### src/rtl/sad_pkg.sv
// Shared definitions for the SAD search pipeline: FSM state encoding,
// default address/dimension widths and the element byte stride used by
// the address generator, the Memory stage and the SAD stages.
package sad_pkg;

    localparam int SAD_ADDR_W     = 32;
    localparam int SAD_DIM_W      = 8;
    localparam int SAD_WORD_BYTES = 4;

    typedef enum logic [1:0] {
        ST_IDLE  = 2'd0,
        ST_SETUP = 2'd1,
        ST_SCAN  = 2'd2,
        ST_DONE  = 2'd3
    } sad_state_e;

endpackage

### src/rtl/sad_pos_counter.sv
// Nested element/candidate counters for the SAD window scan.
// c (column in window), r (row in window), X, Y (candidate position).
// Optional macro SAD_SERPENTINE_EN: odd candidate rows walk X downwards.
module sad_pos_counter
    import sad_pkg::*;
#(
    parameter int DIM_W = SAD_DIM_W
) (
    input  logic             clk_i,
    input  logic             reset_i,
    input  logic             init_i,
    input  logic             adv_i,
    input  logic [DIM_W-1:0] win_w_i,
    input  logic [DIM_W-1:0] win_h_i,
    input  logic [DIM_W-1:0] x_max_i,
    input  logic [DIM_W-1:0] y_max_i,
    output logic [DIM_W-1:0] x_o,
    output logic [DIM_W-1:0] y_o,
    output logic             c_last_o,
    output logic             elem_last_o,
    output logic             x_end_o,
    output logic             y_last_o,
    output logic             desc_o
);

    logic [DIM_W-1:0] c_q, c_d, r_q, r_d, x_q, x_d, y_q, y_d;
    logic             desc_q, desc_d;
    logic             r_last;

    assign c_last_o    = (c_q == win_w_i - DIM_W'(1));
    assign r_last      = (r_q == win_h_i - DIM_W'(1));
    assign elem_last_o = c_last_o && r_last;
    // End of a candidate row depends on which way X is currently walking.
    assign x_end_o     = desc_q ? (x_q == '0) : (x_q == x_max_i);
    assign y_last_o    = (y_q == y_max_i);
    assign x_o         = x_q;
    assign y_o         = y_q;
    assign desc_o      = desc_q;

    // Next-state of the nested counters: c fastest, then r, then X, then Y.
    always_comb begin
        c_d    = c_q;
        r_d    = r_q;
        x_d    = x_q;
        y_d    = y_q;
        desc_d = desc_q;
        if (init_i) begin
            c_d    = '0;
            r_d    = '0;
            x_d    = '0;
            y_d    = '0;
            desc_d = 1'b0;
        end else if (adv_i) begin
            if (!c_last_o) begin
                c_d = c_q + DIM_W'(1);
            end else begin
                c_d = '0;
                if (!r_last) begin
                    r_d = r_q + DIM_W'(1);
                end else begin
                    r_d = '0;
                    if (!x_end_o) begin
                        x_d = desc_q ? (x_q - DIM_W'(1)) : (x_q + DIM_W'(1));
                    end else begin
                        if (!y_last_o) y_d = y_q + DIM_W'(1);
`ifdef SAD_SERPENTINE_EN
                        // X stays at the row end; the next row walks back.
                        desc_d = ~desc_q;
`else
                        x_d = '0;
`endif
                    end
                end
            end
        end
    end

    // Counter registers.
    always_ff @(posedge clk_i) begin
        if (reset_i) begin
            c_q    <= '0;
            r_q    <= '0;
            x_q    <= '0;
            y_q    <= '0;
            desc_q <= 1'b0;
        end else begin
            c_q    <= c_d;
            r_q    <= r_d;
            x_q    <= x_d;
            y_q    <= y_d;
            desc_q <= desc_d;
        end
    end

endmodule

### src/rtl/sad_window_addr_gen.sv
// SAD window address generator: for each candidate position (X,Y) emits the
// byte address of every window element in row-major order over a
// valid/ready handshake. Addresses advance incrementally (no multiplier in
// the per-element path). Optional macro SAD_SERPENTINE_EN selects a
// serpentine candidate order (odd candidate rows scan X descending).
module sad_window_addr_gen
    import sad_pkg::*;
#(
    parameter int ADDR_W     = SAD_ADDR_W,
    parameter int DIM_W      = SAD_DIM_W,
    parameter int WORD_BYTES = SAD_WORD_BYTES
) (
    input  logic              clk_i,
    input  logic              reset_i,
    input  logic              start_i,
    input  logic [ADDR_W-1:0] base_addr_i,
    input  logic [DIM_W-1:0]  frame_w_i,
    input  logic [DIM_W-1:0]  frame_h_i,
    input  logic [DIM_W-1:0]  win_w_i,
    input  logic [DIM_W-1:0]  win_h_i,
    input  logic              addr_ready_i,
    output logic              addr_valid_o,
    output logic [ADDR_W-1:0] address_o,
    output logic [DIM_W-1:0]  x_o,
    output logic [DIM_W-1:0]  y_o,
    output logic              elem_last_o,
    output logic              pos_last_o,
    output logic              busy_o,
    output logic              done_o,
    output logic              err_o
);

    localparam logic [ADDR_W-1:0] WB = ADDR_W'(WORD_BYTES);

    sad_state_e        state_q;
    logic              valid_q, busy_q, done_q, err_q;
    logic [ADDR_W-1:0] addr_q, org_q, row_skip_q, row_step_q;
    logic [DIM_W-1:0]  win_w_q, win_h_q, x_max_q, y_max_q;

    logic              adv, init, illegal;
    logic              c_last, elem_last, x_end, y_last, desc;
    logic              elem_last_v, pos_last_v;
    logic [ADDR_W-1:0] org_next;

    assign init    = (state_q == ST_SETUP);
    assign adv     = valid_q && addr_ready_i;
    assign illegal = (win_w_i == '0) || (win_h_i == '0) ||
                     (win_w_i > frame_w_i) || (win_h_i > frame_h_i);

    sad_pos_counter #(.DIM_W(DIM_W)) u_pos (
        .clk_i       (clk_i),
        .reset_i     (reset_i),
        .init_i      (init),
        .adv_i       (adv),
        .win_w_i     (win_w_q),
        .win_h_i     (win_h_q),
        .x_max_i     (x_max_q),
        .y_max_i     (y_max_q),
        .x_o         (x_o),
        .y_o         (y_o),
        .c_last_o    (c_last),
        .elem_last_o (elem_last),
        .x_end_o     (x_end),
        .y_last_o    (y_last),
        .desc_o      (desc)
    );

    assign elem_last_v = valid_q && elem_last;
    assign pos_last_v  = elem_last_v && x_end && y_last;

    // Origin of the next candidate window: one element over along X, or one
    // candidate row down at a row end (row_step_q absorbs the X rewind).
    always_comb begin
        if (x_end)     org_next = org_q + row_step_q;
        else if (desc) org_next = org_q - WB;
        else           org_next = org_q + WB;
    end

    // Scan FSM with registered handshake/status outputs and address datapath.
    always_ff @(posedge clk_i) begin
        if (reset_i) begin
            state_q    <= ST_IDLE;
            valid_q    <= 1'b0;
            busy_q     <= 1'b0;
            done_q     <= 1'b0;
            err_q      <= 1'b0;
            addr_q     <= '0;
            org_q      <= '0;
            row_skip_q <= '0;
            row_step_q <= '0;
            win_w_q    <= '0;
            win_h_q    <= '0;
            x_max_q    <= '0;
            y_max_q    <= '0;
        end else begin
            case (state_q)
                ST_IDLE: begin
                    done_q <= 1'b0;
                    if (start_i) begin
                        state_q <= ST_SETUP;
                        busy_q  <= 1'b1;
                        err_q   <= 1'b0;
                    end
                end
                ST_SETUP: begin
                    win_w_q    <= win_w_i;
                    win_h_q    <= win_h_i;
                    x_max_q    <= frame_w_i - win_w_i;
                    y_max_q    <= frame_h_i - win_h_i;
                    addr_q     <= base_addr_i;
                    org_q      <= base_addr_i;
                    row_skip_q <= (ADDR_W'(frame_w_i) - ADDR_W'(win_w_i) + ADDR_W'(1)) * WB;
`ifdef SAD_SERPENTINE_EN
                    row_step_q <= ADDR_W'(frame_w_i) * WB;
`else
                    row_step_q <= ADDR_W'(win_w_i) * WB;
`endif
                    if (illegal) begin
                        state_q <= ST_DONE;
                        busy_q  <= 1'b0;
                        done_q  <= 1'b1;
                        err_q   <= 1'b1;
                    end else begin
                        state_q <= ST_SCAN;
                        valid_q <= 1'b1;
                    end
                end
                ST_SCAN: begin
                    if (adv) begin
                        if (pos_last_v) begin
                            state_q <= ST_DONE;
                            valid_q <= 1'b0;
                            busy_q  <= 1'b0;
                            done_q  <= 1'b1;
                        end else if (elem_last) begin
                            addr_q <= org_next;
                            org_q  <= org_next;
                        end else if (c_last) begin
                            addr_q <= addr_q + row_skip_q;
                        end else begin
                            addr_q <= addr_q + WB;
                        end
                    end
                end
                ST_DONE: begin
                    done_q  <= 1'b0;
                    state_q <= ST_IDLE;
                end
                default: state_q <= ST_IDLE;
            endcase
        end
    end

    assign addr_valid_o = valid_q;
    assign address_o    = addr_q;
    assign elem_last_o  = elem_last_v;
    assign pos_last_o   = pos_last_v;
    assign busy_o       = busy_q;
    assign done_o       = done_q;
    assign err_o        = err_q;

endmodule

### config.mk
export PLATFORM = sky130hd
export DESIGN_NAME = sad_window_addr_gen
export DESIGN_NICKNAME = d
export VERILOG_FILES = /design/src/rtl/sad_pkg.sv /design/src/rtl/sad_pos_counter.sv /design/src/rtl/sad_window_addr_gen.sv
export SDC_FILE = /design/constraint.sdc
export NUM_CORES = 1
export LEC_CHECK = 0
export CORE_MARGIN = 4
export CORE_UTILIZATION = 40
export CTS_BUF_LIST = sky130_fd_sc_hd__clkbuf_8
export DETAILED_ROUTE_END_ITERATION = 10
export PLACE_DENSITY_LB_ADDON = 0.1
export SLEW_MARGIN = 20
export SYNTH_ARGS = -nofsm -noshare
export SYNTH_HDL_FRONTEND = slang
export SYNTH_HIERARCHICAL = 1
export SYNTH_SLANG_ARGS = --single-unit
### constraint.sdc
create_clock -name clk_i -period 12.76 [get_ports clk_i]
set_input_delay 3.828 -clock clk_i [delete_from_list [all_inputs] [get_ports clk_i]]
set_output_delay 3.828 -clock clk_i [all_outputs]
set_load 0.01 [all_outputs]
==> out/metrics.yaml, run 1 <==
timing:
  slew_violations: 43
  finalSetupViolations: 0
  rsz0062_at_grt: "false"
  timing.final.crit_share_pct: 60.5
  slew_headroom_pct: -12.4
  finalClockSkew_ns: 0.0213
  tns_ns: 0
  worst_pin_slew_ns: 1.69
  max_freq_mhz: 129
  min_period_ns: 7.73
  hold_viol_final: 0
finish:
  diodes: 0
  layout_common_cells: "nor2_1, dfxtp_1, nand2_1, clkdlybuf4s50_1, a21oi_1"
  final_area_sq_um: 13400
  multi_input_area_sq_um: 8100
  final_common_cell: "nor2_1"
  fill_cells: 2963
  nNetsFinal: 1712
  area_growth_pct: 15.1
  drive_gt1_share_pct: 5.66
  seq_area_sq_um: 2880
floorplanning:
  row_count: 62
  io_pins: 122
  floorplan.initialDensity_pct: 40.5
  dieArea_sq_um: 31800
  die_y_microns: 178
  die_w_microns: 178
  core_sq_um: 28700
synthesis:
  synth_cells: 1548
  async_flop_share_pct: 0
  synthTopCellsByArea: "dfxtp_1, nor2_1, mux2i_1"
  ys_seq_elements: 144
  synth_area_sq_um: 11600
  ys_types: 100
  ys_warn_count: 6
  yosysTopAreaCellShare_pct: 24.8
  synth_nets: 1664
  ys.flop_type: "dfxtp_1"
  synth_seq_area_share_pct: 24.8
  synth_edf_count: 0
  synth_top_area_cell: "dfxtp_1"
  syn_area_per_cell_sq_um: 7.51
worst_setup_path:
  startpoint_type: "register"
  end_kind: "primary output"
  arrival_ns: 3.90
  required_ns: 8.93
  crit_fanout: 32
  critPathKind: "register to primary output"
clocking:
  htree_levels: 4
  numCtsBuffers: 17
  ctsHoldBuffers: 0
  root_buffer: "clkbuf_8"
  cts_tree: "built"
  cts_setup_buffers: 0
  clock_latency_ns: 0.47
  clk_pin_slew_ns: 0.10
  clkSinkCount: 144
  post_cts_resized: 0
  clockBufferDepth: 2
power_and_ir_drop:
  cellLeakagePower_nw: 4.97
  ir_drop_mv: 0.120
  pwr_density_cell_nw_per_um2: 210
global_routing:
  grt_max_degree: 62
  antenna_found_initial: 0
  overflow: 0
  track_usage_pct: 24.5
  grt_pass1_vias: 11227
  grt_pass1_wl_microns: 62100
detailed_routing:
  drt_iter0_markers: 858
  wl_microns: 39700
  drt-wirelength-per-cell_microns: 19.9
  drtPass1Iterations: 6
  drc: 0
  ant_nets: 0
  viasPerCell: 5.90
  vias: 11759
run_status:
  violations: "max-slew violations"
  outcome: "complete, but fails checks"
placement:
  place_congestion: 0.898
  dp_hpwl_microns: 29200
  numPortBuffers: 121
  placed_area_sq_um: 13000
min_path:
  holdCritPathClass: "register to register"
flow_run:
  cap_violations: 0
[worst paths after layout]
check	from	endpoint	cells past startpoint	slack, ns
max	win_w_q[0]$_SDFFE_PP0P_	pos_last_o	13	5.03
min	address_o[5]$_SDFFE_PP0P_	address_o[5]$_SDFFE_PP0P_	2	0.48
min reg2reg	address_o[5]$_SDFFE_PP0P_	address_o[5]$_SDFFE_PP0P_	2	0.48
max reg2reg	win_w_q[0]$_SDFFE_PP0P_	address_o[24]$_SDFFE_PP0P_	18	7.28
[report_power, final]
part           internal [mW]  switching [mW]
logic                  0.647           0.987
registers              0.575           0.221
clock network          0.151           0.225
total                   1.37            1.43
[per-layer routing]
layer | vias to the layer above | global-route usage [%] | share of wire [%]
li1 | 5761 | - | -
met1 | 5566 | 31.8 | 45
met2 | 377 | 42.2 | 48
met3 | 55 | 3.03 | 4.8
met4 | 0 | 7.96 | 2.8
met5 | - | 0 | 0
[stage by stage]
step                      util (%)  instances  hold slack (ns)  power, mW  worst slack, ns
after floorplan                  -       1548            0.436       1.92             6.37
after global placement        45.2       1961            0.461       2.38             5.56
after detailed placement      45.2       1961            0.472       2.39             5.55
after CTS                     46.6       1993            0.489       2.78             4.99
after global routing          46.6       1993            0.496       3.02             4.68
final                         46.6       1993            0.483       2.81             5.03
[cells in the mapped netlist (all sizes together) (7+ instances only)]
cell type	instances
o21a	11
a21oi	103
xor2	27
nor2	166
inv	55
nand3	54
o31ai	11
nor2b	28
a22oi	10
nor4	19
and3	36
or2	11
or4	10
a21o	21
a211oi	44
mux2	10
and2	20
clkbuf	74
nor3b	7
dfxtp	144
nor3	60
o211ai	28
ha	44
nand2	128
o21ai	69
buf	32
a31oi	17
xnor2	66
mux2i	58
or3	29
nand2b	10
nand4	34
[worst max-delay path, stage by stage (launching register included)]
cell and delay, ns:
dfxtp_1 0.44, inv_1 0.07, ha_1 0.30, xor2_1 0.13
nand2_1 0.06, a2111oi_0 0.42, o211a_1 0.21, buf_4 0.31
and2_1 0.19, buf_4 0.34, and2_1 0.20, nand3_1 0.14
inv_1 0.09, clkdlybuf4s50_1 0.53
[cells by family after synthesis]
group           share of synthesized area [%]
compound gates                           22.8
flops                                    24.8
simple gates                             28.1
xor+xnor                                 7.20
mux                                      6.00
buf+inv                                  5.59
fa+ha+maj                                5.43
other cells                            0.0323
[sequential cells by signal (all words and copies together), names as in the netlist]
name          cells
done_o            1
x_max_q           8
state_q           2
u_pos/c_q         8
u_pos/r_q         8
row_skip_q       10
addr_valid_o      1
org_q            32
win_w_q           8
win_h_q           8
address_o        32
u_pos/x_o         8
u_pos/y_o         8
y_max_q           8
err_o             1
busy_o            1
[area by class of cell]
| type | count | share of cell area (%) |
|---|---|---|
| multi-input combinational | 1242 | 60.6 |
| timing repair buffer | 135 | 9.82 |
| inverter | 56 | 1.57 |
| sequential | 144 | 21.6 |
| clock inverter | 14 | 1.05 |
| clock buffer | 18 | 1.85 |
| tap | 384 | 3.59 |
Power figures use the tool's default switching activity.
==> run 2, diff against run 1 <==
==> constraint.sdc (replaced) <==
create_clock -name clk_i -period 6.3 [get_ports clk_i]
set_input_delay 1.89 -clock clk_i [delete_from_list [all_inputs] [get_ports clk_i]]
set_output_delay 1.89 -clock clk_i [all_outputs]
set_load 0.01 [all_outputs]
==> run 2 against run 1 <==
The run still ends with max-slew violations left. Non-clock buffer count up 3. First-iteration DRC count up 21%. Largest cell class unchanged. Setup slack got worse by 4.2 ns. Largest power group unchanged.
==> out/metrics.yaml, run 2 (synthesis gave the netlist of run 1 again) <==
run_status:
  outcome: "complete, but fails checks"
  violations: "max-slew violations"
finish:
  area_growth_pct: 15.1  # unchanged
  drive_gt1_share_pct: 5.83  # +0.18 points
  fin_cells: 1996  # +0.15%
  postLayoutCoreUtil_pct: 46.6  # unchanged
  nNetsFinal: 1715  # +0.18%
  final_area_sq_um: 13400  # unchanged
  layout_common_cells: "nor2_1, dfxtp_1, nand2_1, clkdlybuf4s50_1, a21oi_1"
  diodes: 0  # unchanged
  final_common_cell: "nor2_1"
  fill_cells: 2894  # -2.3%
timing:
  slew_violations: 43  # unchanged
  hold_viol_final: 0  # unchanged
  worst_pin_slew_ns: 1.70  # +0.0135 ns
  max_freq_mhz: 182
  slew_headroom_pct: -13.3  # -0.90 points
  timing.final.crit_share_pct: 87.1
  rsz0062_at_grt: "false"
  min_period_ns: 5.49
  finalClockSkew_ns: 0.0276  # +0.00624 ns
  tns_ns: 0  # unchanged
  finalSetupViolations: 0  # unchanged
power_and_ir_drop:
  ir_drop_mv: 0.218  # +81%
  cellLeakagePower_nw: 4.97  # about the same
  pwr_density_cell_nw_per_um2: 425  # +100%
  fin_total_pwr_mw: 5.68  # +100%
detailed_routing:
  wl_microns: 40100  # +1.2%
  drt-wirelength-per-cell_microns: 20.1  # +1.0%
  drc: 0  # unchanged
  drt_iter0_markers: 1036  # +21%
  ant_nets: 0  # unchanged
  viasPerCell: 5.93  # +0.55%
  drtPass1Iterations: 5  # -1
  vias: 11842  # +0.71%
worst_setup_path:
  cp_slowest_stage_delay_ns: 0.56  # +0.03 ns
  critPathKind: "register to primary output"
  cpMaxStageDelayCell: "o211a_1"
  crit_fanout: 16  # -50%
  end_kind: "primary output"
  arrival_ns: 3.60  # -0.30 ns
  startpoint_type: "register"
  cp_cell_sequence: "inv_1 -> ha_1 -> xor2_1 -> nand2_1 -> a2111oi_0 -> o211a_1 -> and2_1 -> and2_1 -> nand3_1 -> inv_1 -> clkdlybuf4s50_1"
  required_ns: 4.41  # -4.52 ns
placement:
  numPortBuffers: 121  # unchanged
  dp_hpwl_microns: 29900  # +2.2%
  place_congestion: 0.950  # +5.7%
  placed_area_sq_um: 13000  # +0.17%
  dp_cells: 1964  # +0.15%
global_routing:
  antenna_found_initial: 0  # unchanged
  grt_pass1_wl_microns: 62300  # +0.38%
  grt_max_degree: 64  # +3.2%
  track_usage_pct: 24.7  # +0.22 points
  grt_pass1_vias: 10980  # -2.2%
  overflow: 0  # unchanged
flow_run:
  cap_violations: 0  # unchanged
clocking:
  clock_latency_ns: 0.47  # about the same
  numCtsBuffers: 17  # unchanged
  htree_levels: 4  # unchanged
  post_cts_resized: 0  # unchanged
  cts_tree: "built"
  cts_setup_buffers: 0  # unchanged
  ctsHoldBuffers: 0  # unchanged
  clkSinkCount: 144  # unchanged
  clockBufferDepth: 2  # unchanged
  clk_pin_slew_ns: 0.10  # about the same
  root_buffer: "clkbuf_8"
floorplanning:
  die_y_microns: 178  # unchanged
  floorplan.initialDensity_pct: 40.5  # unchanged
  io_pins: 122  # unchanged
  die_w_microns: 178  # unchanged
  core_sq_um: 28700  # unchanged
  dieArea_sq_um: 31800  # unchanged
  row_count: 62  # unchanged
min_path:
  holdCritPathClass: "register to register"
-- run 2: path summary, 6_finish.rpt --
check	startpoint	endpoint	slack, ns	cells after the start
worst max-delay path	win_w_q[0]$_SDFFE_PP0P_	pos_last_o	0.81	11
worst min-delay path	done_o$_SDFFE_PP0P_	done_o$_SDFFE_PP0P_	0.48	2
worst max register to register	win_w_q[0]$_SDFFE_PP0P_	address_o[24]$_SDFFE_PP0P_	1.20	17
worst min register to register	done_o$_SDFFE_PP0P_	done_o$_SDFFE_PP0P_	0.48	2
-- run 2: final cells by class --
type	instances	area, sq um	share of cell area (%)
repair buffers	138	1340	9.99
flip-flops and latches	144	2880	21.6
clock buffers	18	248	1.85
well taps	384	480	3.59
inverters	56	210	1.57
clock inverters	14	118	0.879
multi-input cells	1242	8100	60.6
-- run 2: routing by layer --
metal	GRT usage (%)	share of wire, %	vias up
met5	0	0	-
met4	8.60	2.8	0
met3	2.82	5.1	54
met2	42.1	48	405
met1	32.5	44	5632
li1	-	-	5751
-- run 2: worst max-delay path: cells and delay by family (launching register included) --
family / cells / cell delay (ns)
XOR/XNOR: 1 / 0.14
buffers and inverters: 3 / 0.68
AND/OR/NAND/NOR: 4 / 0.60
adder cells (fa/ha/maj): 1 / 0.31
AO/OA/AOI/OAI: 2 / 0.97
flip-flops: 1 / 0.43
-- run 2: where the power goes --
part           switching (mW)  internal, mW
clock                   0.431         0.295
sequential              0.462          1.16
combinational            2.00          1.33
-- run 2: stage by stage --
step | hold WS, ns | setup WS, ns
floorplan | 0.436 | 1.77
global route | 0.497 | 0.615
CTS | 0.485 | 0.756
global placement | 0.468 | 1.34
finish | 0.478 | 0.811
detailed placement | 0.472 | 1.24
==> run 3, diff against run 2 <==
--- a/config.mk
+++ b/config.mk
@@ -6,7 +6,7 @@
 export NUM_CORES = 1
 export LEC_CHECK = 0
 export CORE_MARGIN = 4
-export CORE_UTILIZATION = 40
+export CORE_UTILIZATION = 45
 export CTS_BUF_LIST = sky130_fd_sc_hd__clkbuf_8
 export DETAILED_ROUTE_END_ITERATION = 10
 export PLACE_DENSITY_LB_ADDON = 0.1
==> run 3 against run 2 <==
The flow still finishes with violations (max-slew violations). Utilization grew 6.0 points. Global-route usage grew 1.9 points. Critical path type unchanged. Largest power group unchanged. Critical endpoint unchanged. Wire length shrank 3.2%. Register-to-register slack gained 0.06 ns. Clock power grew 9.5%. Combinational power is essentially flat.
==> out/metrics.yaml, run 3 (synthesis gave the netlist of run 1 again) <==
run_status:
  outcome: "complete, but fails checks"
  violations: "max-slew violations"
global_routing:
  overflow: 0  # unchanged
  antenna_found_initial: 0  # unchanged
  grt_pass1_vias: 11224  # +2.2%
  grt_pass1_wl_microns: 61500  # -1.3%
  track_usage_pct: 26.6  # +1.9 points
  grt_max_degree: 60  # -6.3%
clocking:
  root_buffer: "clkbuf_8"
  ctsHoldBuffers: 0  # unchanged
  clkSinkCount: 144  # unchanged
  clockBufferDepth: 2  # unchanged
  numCtsBuffers: 17  # unchanged
  clk_pin_slew_ns: 0.10  # about the same
  cts_setup_buffers: 0  # unchanged
  post_cts_resized: 0  # unchanged
  clock_latency_ns: 0.47  # about the same
  cts_tree: "built"
  htree_levels: 4  # unchanged
floorplanning:
  core_sq_um: 25300  # -12%
  io_pins: 122  # unchanged
  die_y_microns: 169  # -5.5%
  die_w_microns: 169  # -5.5%
  floorplan.initialDensity_pct: 45.9  # +5.4 points
  dieArea_sq_um: 28500  # -11%
  row_count: 58  # -6.5%
power_and_ir_drop:
  power.share.clock_pct: 13.9  # +1.1 points
  cellLeakagePower_nw: 4.98  # +0.26%
  p_sw_share_pct: 50.3  # -0.68 points
  combPwrFrac_pct: 57.7  # -0.9 points
  pwr_density_cell_nw_per_um2: 429  # +0.85%
  ir_drop_mv: 0.228  # +4.9%
  p_int_mw: 2.84  # +1.9%
  p_switching_mw: 2.87  # -0.82%
  seq_power_share_pct: 28.3  # -0.3 points
worst_setup_path:
  required_ns: 4.41  # about the same
  critPathKind: "register to primary output"
  end_kind: "primary output"
  cpMaxStageDelayCell: "o211a_1"
  r2r-start: "win_w_q[0]$_SDFFE_PP0P_"
  cp_top_family: "compound AO/OA/AOI/OAI gates"
  startpoint_type: "register"
  r2r_slack_ns: 1.26  # +0.06 ns
  path_buf_inv: 3  # unchanged
  cp_slowest_stage_delay_ns: 0.58  # +0.02 ns
  cp_cell_sequence: "inv_1 -> ha_1 -> xor2_1 -> nand2_1 -> a2111oi_0 -> o211a_1 -> and2_1 -> and2_1 -> nand3_1 -> inv_1 -> clkdlybuf4s50_1"
  worstRegToRegCells: 17  # unchanged
  rr_endpoint: "address_o[31]$_SDFFE_PP0P_"
  arrival_ns: 3.65  # +0.05 ns
  crit_fanout: 17  # +1
detailed_routing:
  drc: 0  # unchanged
  drt-wirelength-per-cell_microns: 20.0  # -0.45%
  vias: 11904  # +0.52%
  ant_nets: 0  # unchanged
  drtPass1Iterations: 5  # unchanged
  viasPerCell: 6.14  # +3.4%
  wl_microns: 38800  # -3.2%
  drt_iter0_markers: 1075  # +3.8%
finish:
  final_common_cell: "nor2_1"
  postLayoutCoreUtil_pct: 52.6  # +6.0 points
  drive_gt1_share_pct: 5.71  # -0.12 points
  diodes: 0  # unchanged
  layout_common_cells: "nor2_1, dfxtp_1, nand2_1, clkdlybuf4s50_1, a21oi_1"
  nNetsFinal: 1713  # -0.12%
  area_growth_pct: 14.7
timing:
  finalClockSkew_ns: 0.0200  # -0.00752 ns
  finalSetupViolations: 0  # unchanged
  slew_headroom_pct: -9.13  # +4.2 points
  timing.final.crit_share_pct: 87.9  # +0.75 points
  hold_viol_final: 0  # unchanged
  slew_violations: 43  # unchanged
  rsz0062_at_grt: "false"
  max_freq_mhz: 181  # -0.85%
  worst_pin_slew_ns: 1.64  # -0.0630 ns
  fin_hold_ws_ns: 0.470  # -0.00812 ns
  tns_ns: 0  # unchanged
  min_period_ns: 5.54  # +0.0472 ns
flow_run:
  cap_violations: 0  # unchanged
min_path:
  hold_end: "org_q[4]$_SDFFE_PP0P_"
  holdPathStages: 2  # unchanged
  holdCritPathClass: "register to register"
  worstHoldStart: "org_q[4]$_SDFFE_PP0P_"
placement:
  dp_hpwl_microns: 28500  # -4.6%
  place_congestion: 0.937  # -1.3%
  numPortBuffers: 121  # unchanged
## run 3: metal layers
layer  up-vias  track usage, %  routed length, microns
li1       5757               -                       -
met1      5624            34.7                   17000
met2       437            44.2                   18200
met3        86            3.57                    2090
met4         0            11.3                    1620
met5         -               0                       0
## run 3: worst register-to-register path: stages, from the launching register on
cell and delay, ns:
dfxtp_1 0.43, inv_1 0.07, ha_1 0.30, xor2_1 0.13, nand2_1 0.06, a2111oi_0 0.45, o211a_1 0.58, and2_1 0.27
buf_4 0.36, nand3_1 0.22, nor3b_1 0.22, a21oi_2 0.66, buf_4 0.33, nor3_1 0.07, a21oi_1 0.13, nor3_1 0.06
mux2_1 0.32, a221o_1 0.25
## run 3: worst max-delay path by stage
stage                            startpoint                          to  cells after the start
CTS                 win_w_q[0]$_SDFFE_PP0P_                  pos_last_o                     11
detailed placement  win_w_q[0]$_SDFFE_PP0P_                  pos_last_o                     11
global placement    win_w_q[0]$_SDFFE_PP0P_                  pos_last_o                     11
floorplan           win_w_q[0]$_SDFFE_PP0P_  address_o[31]$_SDFFE_PP0P_                     19
finish              win_w_q[0]$_SDFFE_PP0P_                  pos_last_o                     11
global route        win_w_q[0]$_SDFFE_PP0P_                  pos_last_o                     11
## run 3: stage by stage
stage | instances | total power, mW | instance area (sq um) | worst slack [ns]
floorplan | 1548 | 3.88 | 11600 | 1.77
global placement | 1908 | 4.81 | 12900 | 1.37
detailed placement | 1908 | 4.83 | 12900 | 1.31
CTS | 1940 | 5.64 | 13300 | 0.733
global route | 1940 | 6.14 | 13300 | 0.575
finish | 1940 | 5.71 | 13300 | 0.764
## run 3: layout make-up
| type | count | area [sq um] |
|---|---|---|
| clock buffers | 17 | 234 |
| clock inverters | 15 | 169 |
| well taps | 330 | 413 |
| inverters | 56 | 210 |
| repair buffers | 136 | 1320 |
| multi-input cells | 1242 | 8100 |
| flip-flops and latches | 144 | 2880 |
| fillers | 2533 | 12000 |
## run 3: power groups by stage
stage | clock, mW | combinational, mW | sequential (mW)
after floorplan | 0 | 2.49 | 1.39
after global placement | 0 | 3.19 | 1.61
after detailed placement | 0 | 3.21 | 1.62
after CTS | 0.813 | 3.22 | 1.60
after global routing | 0.847 | 3.64 | 1.66
final | 0.795 | 3.30 | 1.62
